File: src/rtl/counter_pkg.sv
// Shared types and constants for the BCD event counter and its decade cells.
package counter_pkg;

  typedef logic [3:0] bcd_digit_t;

  localparam bcd_digit_t  BCD_MAX            = 4'd9;
  localparam int unsigned DEFAULT_NUM_DIGITS = 6;

  function automatic bcd_digit_t clamp_bcd(input bcd_digit_t d);
    return (d > BCD_MAX) ? BCD_MAX : d;
  endfunction

  // A divide-by-1 prescaler still needs one bit to stay a legal vector.
  function automatic int unsigned presc_width(input int unsigned div);
    return (div > 1) ? $clog2(div) : 1;
  endfunction

endpackage

File: src/rtl/bcd_event_counter_decade.sv
// One BCD decade: steps when carry_in is set and inc or dec is strobed,
// reporting carry/borrow to the next decade in the same cycle.
module bcd_decade
  import counter_pkg::*;
(
  input  logic       clk,
  input  logic       reset,
  input  logic       clear,
  input  logic       load,
  input  bcd_digit_t load_digit,
  input  logic       inc,
  input  logic       dec,
  input  logic       carry_in,
  output bcd_digit_t digit,
  output logic       carry_out,
  output logic       borrow_out
);

  bcd_digit_t digit_q, digit_d;

  always_comb begin
    carry_out  = inc && carry_in && (digit_q == BCD_MAX);
    borrow_out = dec && carry_in && (digit_q == '0);
  end

  always_comb begin
    digit_d = digit_q;
    if (clear) begin
      digit_d = '0;
    end else if (load) begin
      digit_d = clamp_bcd(load_digit);
    end else if (carry_in && inc) begin
      digit_d = (digit_q == BCD_MAX) ? bcd_digit_t'(0) : digit_q + 4'd1;
    end else if (carry_in && dec) begin
      digit_d = (digit_q == '0) ? BCD_MAX : digit_q - 4'd1;
    end
  end

  always_ff @(posedge clk or posedge reset) begin
    if (reset) digit_q <= '0;
    else       digit_q <= digit_d;
  end

  assign digit = digit_q;

endmodule

File: src/rtl/bcd_event_counter.sv
// Multi-decade up/down BCD counter advanced by a prescaled tick, with load,
// clear, leading-zero blanking and a rollover pulse.
module bcd_event_counter
  import counter_pkg::*;
#(
  parameter int unsigned NUM_DIGITS = DEFAULT_NUM_DIGITS,
  parameter int unsigned TICK_DIV   = 50_000_000
) (
  input  logic                    clk,
  input  logic                    reset,
  input  logic                    enable,
  input  logic                    up_down,
  input  logic                    clear,
  input  logic                    load,
  input  logic [NUM_DIGITS*4-1:0] load_value,
  output logic [NUM_DIGITS*4-1:0] bcd_out,
  output logic [NUM_DIGITS-1:0]   blank,
  output logic                    tick,
  output logic                    wrap
);

  localparam int unsigned       PRESC_W    = presc_width(TICK_DIV);
  localparam logic [PRESC_W-1:0] PRESC_LAST = PRESC_W'(TICK_DIV - 1);

  logic [PRESC_W-1:0] presc_q, presc_d;
  logic               wrap_q, wrap_d;
  logic               tick_w;
  logic               step_up, step_dn;
  logic [NUM_DIGITS:0] chain;
  logic [NUM_DIGITS-1:0] carry_w, borrow_w;
  bcd_digit_t         digit_w [NUM_DIGITS];

  // Gated by reset so a divide-by-1 prescaler cannot tick while held in reset.
  assign tick_w  = enable && !reset && (presc_q == PRESC_LAST);
  assign step_up = tick_w && up_down  && !clear && !load;
  assign step_dn = tick_w && !up_down && !clear && !load;

  always_comb begin
    presc_d = presc_q;
    if (clear || load) begin
      presc_d = '0;
    end else if (enable) begin
      presc_d = tick_w ? '0 : presc_q + 1'b1;
    end
  end

  assign chain[0] = 1'b1;

  for (genvar i = 0; i < NUM_DIGITS; i++) begin : g_decade
    bcd_decade u_decade (
      .clk        (clk),
      .reset      (reset),
      .clear      (clear),
      .load       (load),
      .load_digit (load_value[i*4 +: 4]),
      .inc        (step_up),
      .dec        (step_dn),
      .carry_in   (chain[i]),
      .digit      (digit_w[i]),
      .carry_out  (carry_w[i]),
      .borrow_out (borrow_w[i])
    );
    assign chain[i+1]        = carry_w[i] | borrow_w[i];
    assign bcd_out[i*4 +: 4] = digit_w[i];
  end

  // A ripple out of the top decade means the whole count rolled over.
  assign wrap_d = chain[NUM_DIGITS];

  always_ff @(posedge clk or posedge reset) begin
    if (reset) begin
      presc_q <= '0;
      wrap_q  <= 1'b0;
    end else begin
      presc_q <= presc_d;
      wrap_q  <= wrap_d;
    end
  end

  always_comb begin
    logic zero_run;
    blank    = '0;
    zero_run = 1'b1;
    for (int unsigned i = NUM_DIGITS - 1; i >= 1; i--) begin
      zero_run = zero_run && (digit_w[i] == '0);
      blank[i] = zero_run;
    end
  end

  assign tick = tick_w;
  assign wrap = wrap_q;

endmodule
File: config.mk
export PLATFORM = sky130hd
export DESIGN_NAME = bcd_event_counter
export DESIGN_NICKNAME = d
export VERILOG_FILES = /design/src/rtl/counter_pkg.sv /design/src/rtl/bcd_event_counter_decade.sv /design/src/rtl/bcd_event_counter.sv
export SDC_FILE = /design/constraint.sdc
export NUM_CORES = 1
export LEC_CHECK = 0
export ABC_CLOCK_PERIOD_IN_PS = 3400
export BUFFER_PORTS_ARGS = -buffer_cell sky130_fd_sc_hd__buf_4
export CAP_MARGIN = 20
export CORE_MARGIN = 2
export CORE_UTILIZATION = 45
export CTS_CLUSTER_DIAMETER = 60
export DETAILED_ROUTE_END_ITERATION = 7
export GPL_TIMING_DRIVEN = 0
export PLACE_DENSITY = 0.74
export SYNTH_ARGS = -nofsm -noshare
export SYNTH_HDL_FRONTEND = slang
export SYNTH_SLANG_ARGS = --single-unit
File: constraint.sdc
create_clock -name clk -period 3.4 [get_ports clk]
set_input_delay 0.17 -clock clk [delete_from_list [all_inputs] [get_ports clk]]
set_output_delay 0.17 -clock clk [all_outputs]
set_load 0.1 [all_outputs]
# Word level (Yosys, flattened, before mapping)
# Cells that the tools add are included.
[totals] register_bits=51 input_bits=30 output_inout_bits=32 word_cells=137
[classes] n_addsub=13 order_cmp=6 n_eq_ne=7 mux=45 n_bitwise=6 reduce_logical=52
[op_table] op="4-bit 2-to-1 mux" count=42
[op_table] op="26-bit 2-to-1 mux" count=3
[op_table] op="1-bit logical AND" count=34
[op_table] op="26-bit by 1-bit adder with 26-bit output, second input constant" count=1
[op_table] op="26-bit equality test, second input constant" count=1
[op_table] op="4-bit by 1-bit adder with 4-bit output, second input constant" count=6
[op_table] op="4-bit equality test, second input constant" count=6
[op_table] op="4-bit > comparator, second input constant" count=6
[op_table] op="4-bit logical NOT" count=6
[op_table] op="4-bit nonzero test" count=6
[op_table] op="4-bit by 1-bit subtractor with 4-bit output, second input constant" count=6
[op_table] op="1-bit bitwise OR" count=6
[op_table] op="1-bit logical NOT" count=4
[op_table] op="2-bit nonzero test" count=1
[op_table] op="1-bit logical OR" count=1

# Longest topological paths before layout
# Gate-level depths: netlist (run 1).
[depth] ltp_word=25 depth_mapped=9 mapped_depth_nobuf=8

# Modules after synthesis
# A second synthesis (run 1) with hierarchy kept.
[unflattened] cells_unflattened=514 hier_area_um2=4314.1
[by_module_without_submodules] mod="bcd_decade" n_inst=6 cells_per_inst=54 area_per_inst_um2=439.2 seq_area_each_um2=100.1
[by_module_without_submodules] mod="bcd_event_counter" n_inst=1 cells_per_inst=190 area_per_inst_um2=1679.1 seq_area_each_um2=675.6

# Worst setup path after synthesis (run 1)
# No wires, ideal clock.
[synth_timing] path_type="register to output" from="register g_decade[5].u_decade.digit_q[1]" to="output port blank[1]" t_arrival_ns=4.199 t_required_ns=3.230 path_slack_ns=-0.969 stages_incl_launch_ff=7 n_path_buf=0 cell_sequence="dfrtp_1 > inv_1 > ha_1 > nand2_1 > nor2_1 > nand2_1 > nor2_1"
[synth_between] elab_chain_len=5
[synth_lines] element="start, declared" line_no="bcd_event_counter_decade.sv:19" rtl="bcd_digit_t digit_q, digit_d;"
[synth_lines] element="start signal, assigned" line_no="bcd_event_counter_decade.sv:41" rtl="else digit_q <= digit_d;"
[synth_lines] element="4-bit logical NOT" line_no="bcd_event_counter.sv:85" rtl="zero_run = zero_run && (digit_w[i] == '0);"
[synth_lines] element="1-bit logical AND" line_no="bcd_event_counter.sv:85"
[synth_lines] element="via blank[4]" line_no="bcd_event_counter.sv:17" rtl="output logic [NUM_DIGITS-1:0] blank,"
[synth_lines] element="1-bit logical AND (3 in series)" line_no="bcd_event_counter.sv:85"
[synth_lines] element="end, declared" line_no="bcd_event_counter.sv:17"
# The timed path passes the listed nets, and every way through them passes these cells.

# Worst setup path after layout (run 1)
[layout_timing] from="register g_decade[2].u_decade.digit_q[0]" to="register g_decade[5].u_decade.digit_q[3]"
[layout_between] elab_chain_len=13 word_cells_on_any_way=21 classes_between="1 x eq/ne; 3 x mux; 3 x bitwise; 14 x reduce/logical"
[layout_lines] element="start, declared" line_no="bcd_event_counter_decade.sv:19"
[layout_lines] element="start signal, assigned" line_no="bcd_event_counter_decade.sv:41"
[layout_lines] element="4-bit equality test or 4-bit logical NOT (tied branches)" line_no="bcd_event_counter_decade.sv:22, bcd_event_counter_decade.sv:23"
[layout_lines] element="1-bit logical AND (on tied branches)" line_no="bcd_event_counter_decade.sv:22, bcd_event_counter_decade.sv:23"
[layout_lines] element="1-bit bitwise OR *" line_no="bcd_event_counter.sv:63" rtl="assign chain[i+1] = carry_w[i] | borrow_w[i];"
[layout_lines] element="1-bit logical AND (on tied branches) (2 in series)" line_no="bcd_event_counter_decade.sv:22, bcd_event_counter_decade.sv:23"
[layout_lines] element="1-bit bitwise OR *" line_no="bcd_event_counter.sv:63"
[layout_lines] element="1-bit logical AND (on tied branches) (2 in series)" line_no="bcd_event_counter_decade.sv:22, bcd_event_counter_decade.sv:23"
[layout_lines] element="1-bit bitwise OR *" line_no="bcd_event_counter.sv:63"
[layout_lines] element="1-bit logical AND" line_no="bcd_event_counter_decade.sv:32" rtl="end else if (carry_in && inc) begin"
[layout_lines] element="4-bit 2-to-1 mux" line_no="bcd_event_counter_decade.sv:32"
[layout_lines] element="4-bit 2-to-1 mux" line_no="bcd_event_counter_decade.sv:30" rtl="end else if (load) begin"
[layout_lines] element="4-bit 2-to-1 mux" line_no="bcd_event_counter_decade.sv:28" rtl="if (clear) begin"
# Every way passes the cells marked *; elsewhere a longest branch is shown, timed or not.
# A chain may end at the register's enable or synchronous reset.

==> impl_metrics.toml, run 1 <==
[run_status]
status = "complete, no violations"

[routing]
ant_nets = 0
viasPerCell = 6.05
route.detailed.drc = 0
wl_per_cell_um = 16.7
totalWireLength_um = 11300
vias = 4093
drtIter0Drc = 200
first_pass_iters = 5

[grt]
antenna_found_initial = 0
grt.met1_usage_pct = 29.3
grt-ovfl-total = 0
grt_max_degree = 36
grtUsageMet2_pct = 38.5
met3_usage_pct = 4.29
grt_pass1_vias = 3921
busiest_layer = "met2"
grt.total_usage_pct = 22.8
grt_first_pass_wirelength_um = 18700

[power_and_ir_drop]
power_leakage_nw = 2.07
pwr_density_cell_mw_per_mm2 = 345
finalPower_mw = 1.66
ir_drop_mv = 0.186

[cts]
htreeDepth = 2
cts_resized = 0
clock_tree.root_cell = "clkbuf_8"
cts_sinks = 51
cts_buffers = 5
cts_buffer_depth = 2
clkLatencyLatePin_ns = 0.32
path_clk_slew_ns = 0.11
tritoncts = "done"

[yosys]
yosysUniqueCellTypes = 74
syn_inst = 501
ys.flop_type = "dfrtp_1"
synth-seq-cells = 51
synth_fp_nets = 550
syn_avg_cell_area_um2 = 8.21
syn_area_mm2 = 0.00411
synth_top_area_share_pct = 31.0
synth_area_leaders = "dfrtp_1 31%, ha_1 5.8%, nor2_1 4.7%, nand2_1 4.4%, a21oi_1 3.7%"
synth-edff-count = 0
synthArstFlopShare_pct = 100
yosys_warnings = 0
yosysSeqAreaShare_pct = 31.0
synth_top_cell_by_area = "dfrtp_1"

[critical_path]
cp_max_fo = 8
arrival_ns = 3.07
critPathLaunchType = "register"
cp-end-kind = "register"
crit_type = "reg -> reg"
worst_ep_required_time_ns = 3.59

[floorplan]
die_h_um = 99.6
rows = 34
io_pins = 62
die-area_mm2 = 0.00992
start_util_pct = 46.7
die_x_um = 99.6
coreArea_mm2 = 0.00881

[timing]
min_period_ns = 2.88
min_period_over_period_pct = 84.7
timing.fmax_mhz = 347
slew_headroom_pct = 51.5
finalSetupViolCount = 0
worst_slack_ns = 0.521
rsz0062_at_grt = "false"
clock_skew_ns = 0.0165
slew_violations = 0
hold_viol_final = 0
worstMarginPinSlew_ns = 0.728

[layout]
diodes = 0
final_cells = 676
mostFrequentLayoutCell = "buf_4"
nNetsFinal = 616
area_delta_synth_final_pct = 16.9
layout_common_cells = "61 x buf_4, 51 x dfrtp_1, 49 x nor2_1"
drive_gt1_share_pct = 16.9

[placement]
post-dp-hpwl_um = 8260
globalplace.congestion = 0.877
port_buffers = 57
preCtsSetupSlack_ns = 0.599
placedCellCount = 667

[job]
max-cap-violations = 0

[worst_hold_path]
min_path_type = "in -> reg"
==> logic make-up after synthesis <==
logic type                 synth area share (%)
AOI/OAI and AO/OA                          21.5
xor gates and xnor gates                   3.62
adders and majority gates                  5.78
buffers and inverters                      5.54
DFF                                        31.0
muxes                                      4.20
other                                    0.0912
and+or+nand+nor                            28.2
==> synth_stat cells (5+ instances only) <==
cell,n
nor2_1,52
dfrtp_1,51
nand2_1,48
a21oi_1,30
o21ai_0,27
inv_1,25
ha_1,19
nand3_1,17
clkbuf_1,15
mux2i_1,15
nand2b_1,11
nand3b_1,10
nand4_1,10
o31ai_1,10
xnor2_1,10
nor3_1,9
nor2b_1,8
o21ai_1,8
or3_1,8
xor2_1,7
nor4_1,6
buf_2,5
o21a_1,5
==> layer usage <==
metal / routed length [µm] / part of all wire (%) / vias to the layer above
met3: 644 / 5.7 / 33
met5: 0 / 0 / -
met2: 5380 / 48 / 158
li1: - / - / 1947
met1: 4970 / 44 / 1955
met4: 304 / 2.7 / 0
==> power breakdown <==
| group | switching (mW) | total [mW] | internal [mW] |
|---|---|---|---|
| registers | 0.0347 | 0.663 | 0.629 |
| logic | 0.428 | 0.603 | 0.175 |
| clock network | 0.238 | 0.390 | 0.152 |
==> stage by stage <==
| stage | setup TNS, ns | hold WS [ns] | area, µm² | util (%) |
|---|---|---|---|---|
| 2_1_floorplan | -0.0733 | 0.292 | 4120 | - |
| 3_3_place_gp | 0 | 0.408 | 4680 | 53.2 |
| 3_5_place_dp | 0 | 0.213 | 4700 | 53.4 |
| 4_1_cts | 0 | 0.0692 | 4810 | 54.6 |
| 5_1_grt | 0 | 0.0822 | 4810 | 54.6 |
| 6_report | 0 | 0.0745 | 4810 | 54.6 |
==> worst max-delay path, stage by stage, from the launching register on <==
cell and delay, ns:
dfrtp_1 0.48, inv_1 0.14, ha_1 0.28, or3b_1 0.44, or2_1 0.32, o21ba_1 0.22
o32a_1 0.47, a211oi_1 0.31, o31ai_2 0.08
==> repair_timing <==
item                      in CTS  in global routing
setup buffers                  0                  0
hold buffers                   1                  0
hold endpoints to repair      16                  0
==> area by class of cell <==
cell class                 instances  area, µm²
fill                             840       4000
multi-input combinational        397       2620
sequential                        51       1280
timing repair buffer              59        458
tap                              108        135
buffer                            26        126
inverter                          27        101
clock buffer                       5       68.8
clock inverter                     3       26.3
==> worst paths after layout <==
path | startpoint | endpoint | slack [ns] | depth (start not counted)
min in group asynchronous | reset | presc_q[16]$_DFFE_PP0P_ | 0.42 | 3
max in group asynchronous | reset | presc_q[10]$_DFFE_PP0P_ | 2.44 | 4
worst max-delay path | g_decade[2].u_decade.digit[0]$_DFFE_PP0P_ | g_decade[5].u_decade.digit[3]$_DFFE_PP0P_ | 0.52 | 8
worst max register to register | g_decade[2].u_decade.digit[0]$_DFFE_PP0P_ | g_decade[5].u_decade.digit[3]$_DFFE_PP0P_ | 0.52 | 8
worst min-delay path | load_value[7] | g_decade[1].u_decade.digit[3]$_DFFE_PP0P_ | 0.07 | 3
worst min register to register | presc_q[25]$_DFFE_PP0P_ | presc_q[25]$_DFFE_PP0P_ | 0.55 | 2
==> sequential cells by signal, summed over array words and instances (netlist names) <==
name and cells:
presc_q 26, wrap 1, g_decade.u_decade.digit 24
No activity file was read; power rests on OpenSTA's default activity.
==> inputs of run 2 (changes only) <==
ABC_CLOCK_PERIOD_IN_PS = 2900   (was 3400)
clock period = 2.9 ns   (was 3.4 ns; I/O delays follow)
==> impl_metrics.toml, run 2 (synthesis results as in run 1) <==
[cts]
cts_buffer_depth = 2
path_clk_slew_ns = 0.11
htreeDepth = 2
cts_sinks = 51
clock_tree.root_cell = "clkbuf_8"
tritoncts = "done"
clkLatencyLatePin_ns = 0.33
cts_buffers = 5

[critical_path]
cp_max_fo = 8
critPathLaunchType = "register"
crit_path_max_incr_delay_ns = 0.46
worst_ep_required_time_ns = 3.15
worst-r2r-setup-slack_ns = 0.14
crit_chain = "inv_1 > ha_2 > or3b_1 > or2_1 > o21ba_1 > o32a_2 > nor2b_1 > o31ai_2"
reg2regPathDepth = 8
arrival_ns = 3.01
rr_endpoint = "g_decade[5].u_decade.digit[3]$_DFFE_PP0P_"
r2r-start = "g_decade[2].u_decade.digit[0]$_DFFE_PP0P_"
crit_type = "reg -> reg"
cp-end-kind = "register"
cp_slowest_cell = "dfrtp_2"

[timing]
clock_skew_ns = 0.0163
worstMarginPinSlew_ns = 0.639
slew_violations = 0
timing.setup.tns_ns = 0
finalSetupViolCount = 0
timing.fmax_mhz = 362
min_period_ns = 2.76
slew_headroom_pct = 57.0
min_period_over_period_pct = 95.2
rsz0062_at_grt = "false"
hold_viol_final = 0

[power_and_ir_drop]
clkPwrFrac_pct = 22.5
seqPwrFrac_pct = 40.4
combinationalPowerShare_pct = 37.1
p_sw_uw = 812
p_int_mw = 1.12
swShare_pct = 42.1
pwr_density_cell_mw_per_mm2 = 396
power_leakage_nw = 2.06
ir_drop_mv = 0.211

[layout]
diodes = 0
nNetsFinal = 618
regMostFlops = "presc_q"
n_fill_cell = 824
final_cell_area_mm2 = 0.00487
largest_reg_flops = 26
drive_gt1_share_pct = 19.6
area_delta_synth_final_pct = 18.4
layout_common_cells = "63 x buf_4, 49 x nor2_1, 48 x nand2_1"
final_core_util_pct = 55.3
seq_area_mm2 = 0.00129
mostFrequentLayoutCell = "buf_4"
multi_input_area_mm2 = 0.00266

[worst_hold_path]
min_path_type = "in -> reg"
min-delay-start = "load_value[23]"
whs_path_depth = 3
hold_end = "g_decade[5].u_decade.digit[3]$_DFFE_PP0P_"

[placement]
dpl_cell_area_mm2 = 0.00473
globalplace.congestion = 0.862
post-dp-hpwl_um = 8280
port_buffers = 57

[floorplan]
coreArea_mm2 = 0.00881
start_util_pct = 46.7
die-area_mm2 = 0.00992
rows = 34
die_h_um = 99.6
die_x_um = 99.6
io_pins = 62

[run_status]
status = "complete, no violations"

[grt]
grt_first_pass_wirelength_um = 18500
grt_pass1_vias = 3863
grt.total_usage_pct = 22.8
grt-ovfl-total = 0
grt_max_degree = 33
antenna_found_initial = 0

[routing]
vias = 4026
totalWireLength_um = 11100
wl_per_cell_um = 16.4
drtIter0Drc = 266
first_pass_iters = 7
viasPerCell = 5.94
ant_nets = 0
route.detailed.drc = 0

[job]
max-cap-violations = 0
run 2: changes by cell type in the layout (fill, tap and decap cells not counted), sizes merged:
| cell | previous run | this run |
|---|---|---|
| inv | 29 | 26 |
| buf | 69 | 71 |
| clkinvlp | 0 | 2 |
| clkbuf | 20 | 21 |
run 2: layout make-up:
class / instances / area share, %
well taps: 108 / 2.78
plain buffers: 26 / 2.60
inverters: 27 / 2.16
clock inverters: 2 / 0.257
flip-flops and latches: 51 / 26.4
multi-input cells: 397 / 54.6
clock buffers: 6 / 1.49
repair buffers: 61 / 9.71
run 2: power by group through the flow:
stage	Sequential, mW	Clock, mW	Combinational [mW]
3_5_place_dp	0.792	0	0.708
4_1_cts	0.778	0.437	0.712
2_1_floorplan	0.974	0	0.348
3_3_place_gp	0.791	0	0.692
5_1_grt	0.786	0.461	0.767
6_report	0.779	0.434	0.717
run 2: worst max path at each step:
stage                                              startpoint                                         to  slack (ns)  cells past startpoint
floorplan           g_decade[1].u_decade.digit[3]$_DFFE_PP0P_  g_decade[4].u_decade.digit[2]$_DFFE_PP0P_        0.01                      6
global placement    g_decade[2].u_decade.digit[0]$_DFFE_PP0P_  g_decade[5].u_decade.digit[3]$_DFFE_PP0P_        0.07                      8
detailed placement  g_decade[0].u_decade.digit[1]$_DFFE_PP0P_  g_decade[4].u_decade.digit[2]$_DFFE_PP0P_        0.03                      8
CTS                 g_decade[0].u_decade.digit[1]$_DFFE_PP0P_  g_decade[4].u_decade.digit[2]$_DFFE_PP0P_      0.0005                      8
global route        g_decade[2].u_decade.digit[0]$_DFFE_PP0P_  g_decade[5].u_decade.digit[3]$_DFFE_PP0P_        0.01                      8
finish              g_decade[2].u_decade.digit[0]$_DFFE_PP0P_  g_decade[5].u_decade.digit[3]$_DFFE_PP0P_        0.14                      8
run 2: per-layer routing:
layer | up-vias | global-route usage, % | part of all wire [%]
li1 | 1949 | - | -
met1 | 1936 | 30.4 | 45
met3 | 14 | 2.81 | 5.3
met2 | 127 | 39.7 | 49
met5 | - | 0 | 0
met4 | 0 | 4.95 | 1.0
run 2: repair_timing:
action	CTS	global route
gates resized for setup	0	6
endpoints found under the hold margin	19	0
setup endpoints to repair	0	6
setup buffers	0	2
hold buffers	1	0
run 2: through the flow:
| stage | hold slack, ns | worst slack [ns] | total power [mW] | instances |
|---|---|---|---|---|
| 6_report | 0.0605 | 0.138 | 1.93 | 678 |
| 5_1_grt | 0.0781 | 0.0138 | 2.01 | 678 |
| 4_1_cts | 0.0599 | 0.000495 | 1.93 | 676 |
| 3_5_place_dp | 0.207 | 0.0292 | 1.50 | 667 |
| 3_3_place_gp | 0.382 | 0.0712 | 1.48 | 666 |
| 2_1_floorplan | 0.267 | 0.0135 | 1.32 | 501 |
run 2: critical path: cells and delay by family, from the launching register on:
family / cells / cell delay, ns
flip-flops: 1 / 0.46
AO/OA/AOI/OAI: 3 / 0.90
buffers and inverters: 1 / 0.12
AND/OR/NAND/NOR: 3 / 0.97
adder cells (fa/ha/maj): 1 / 0.23
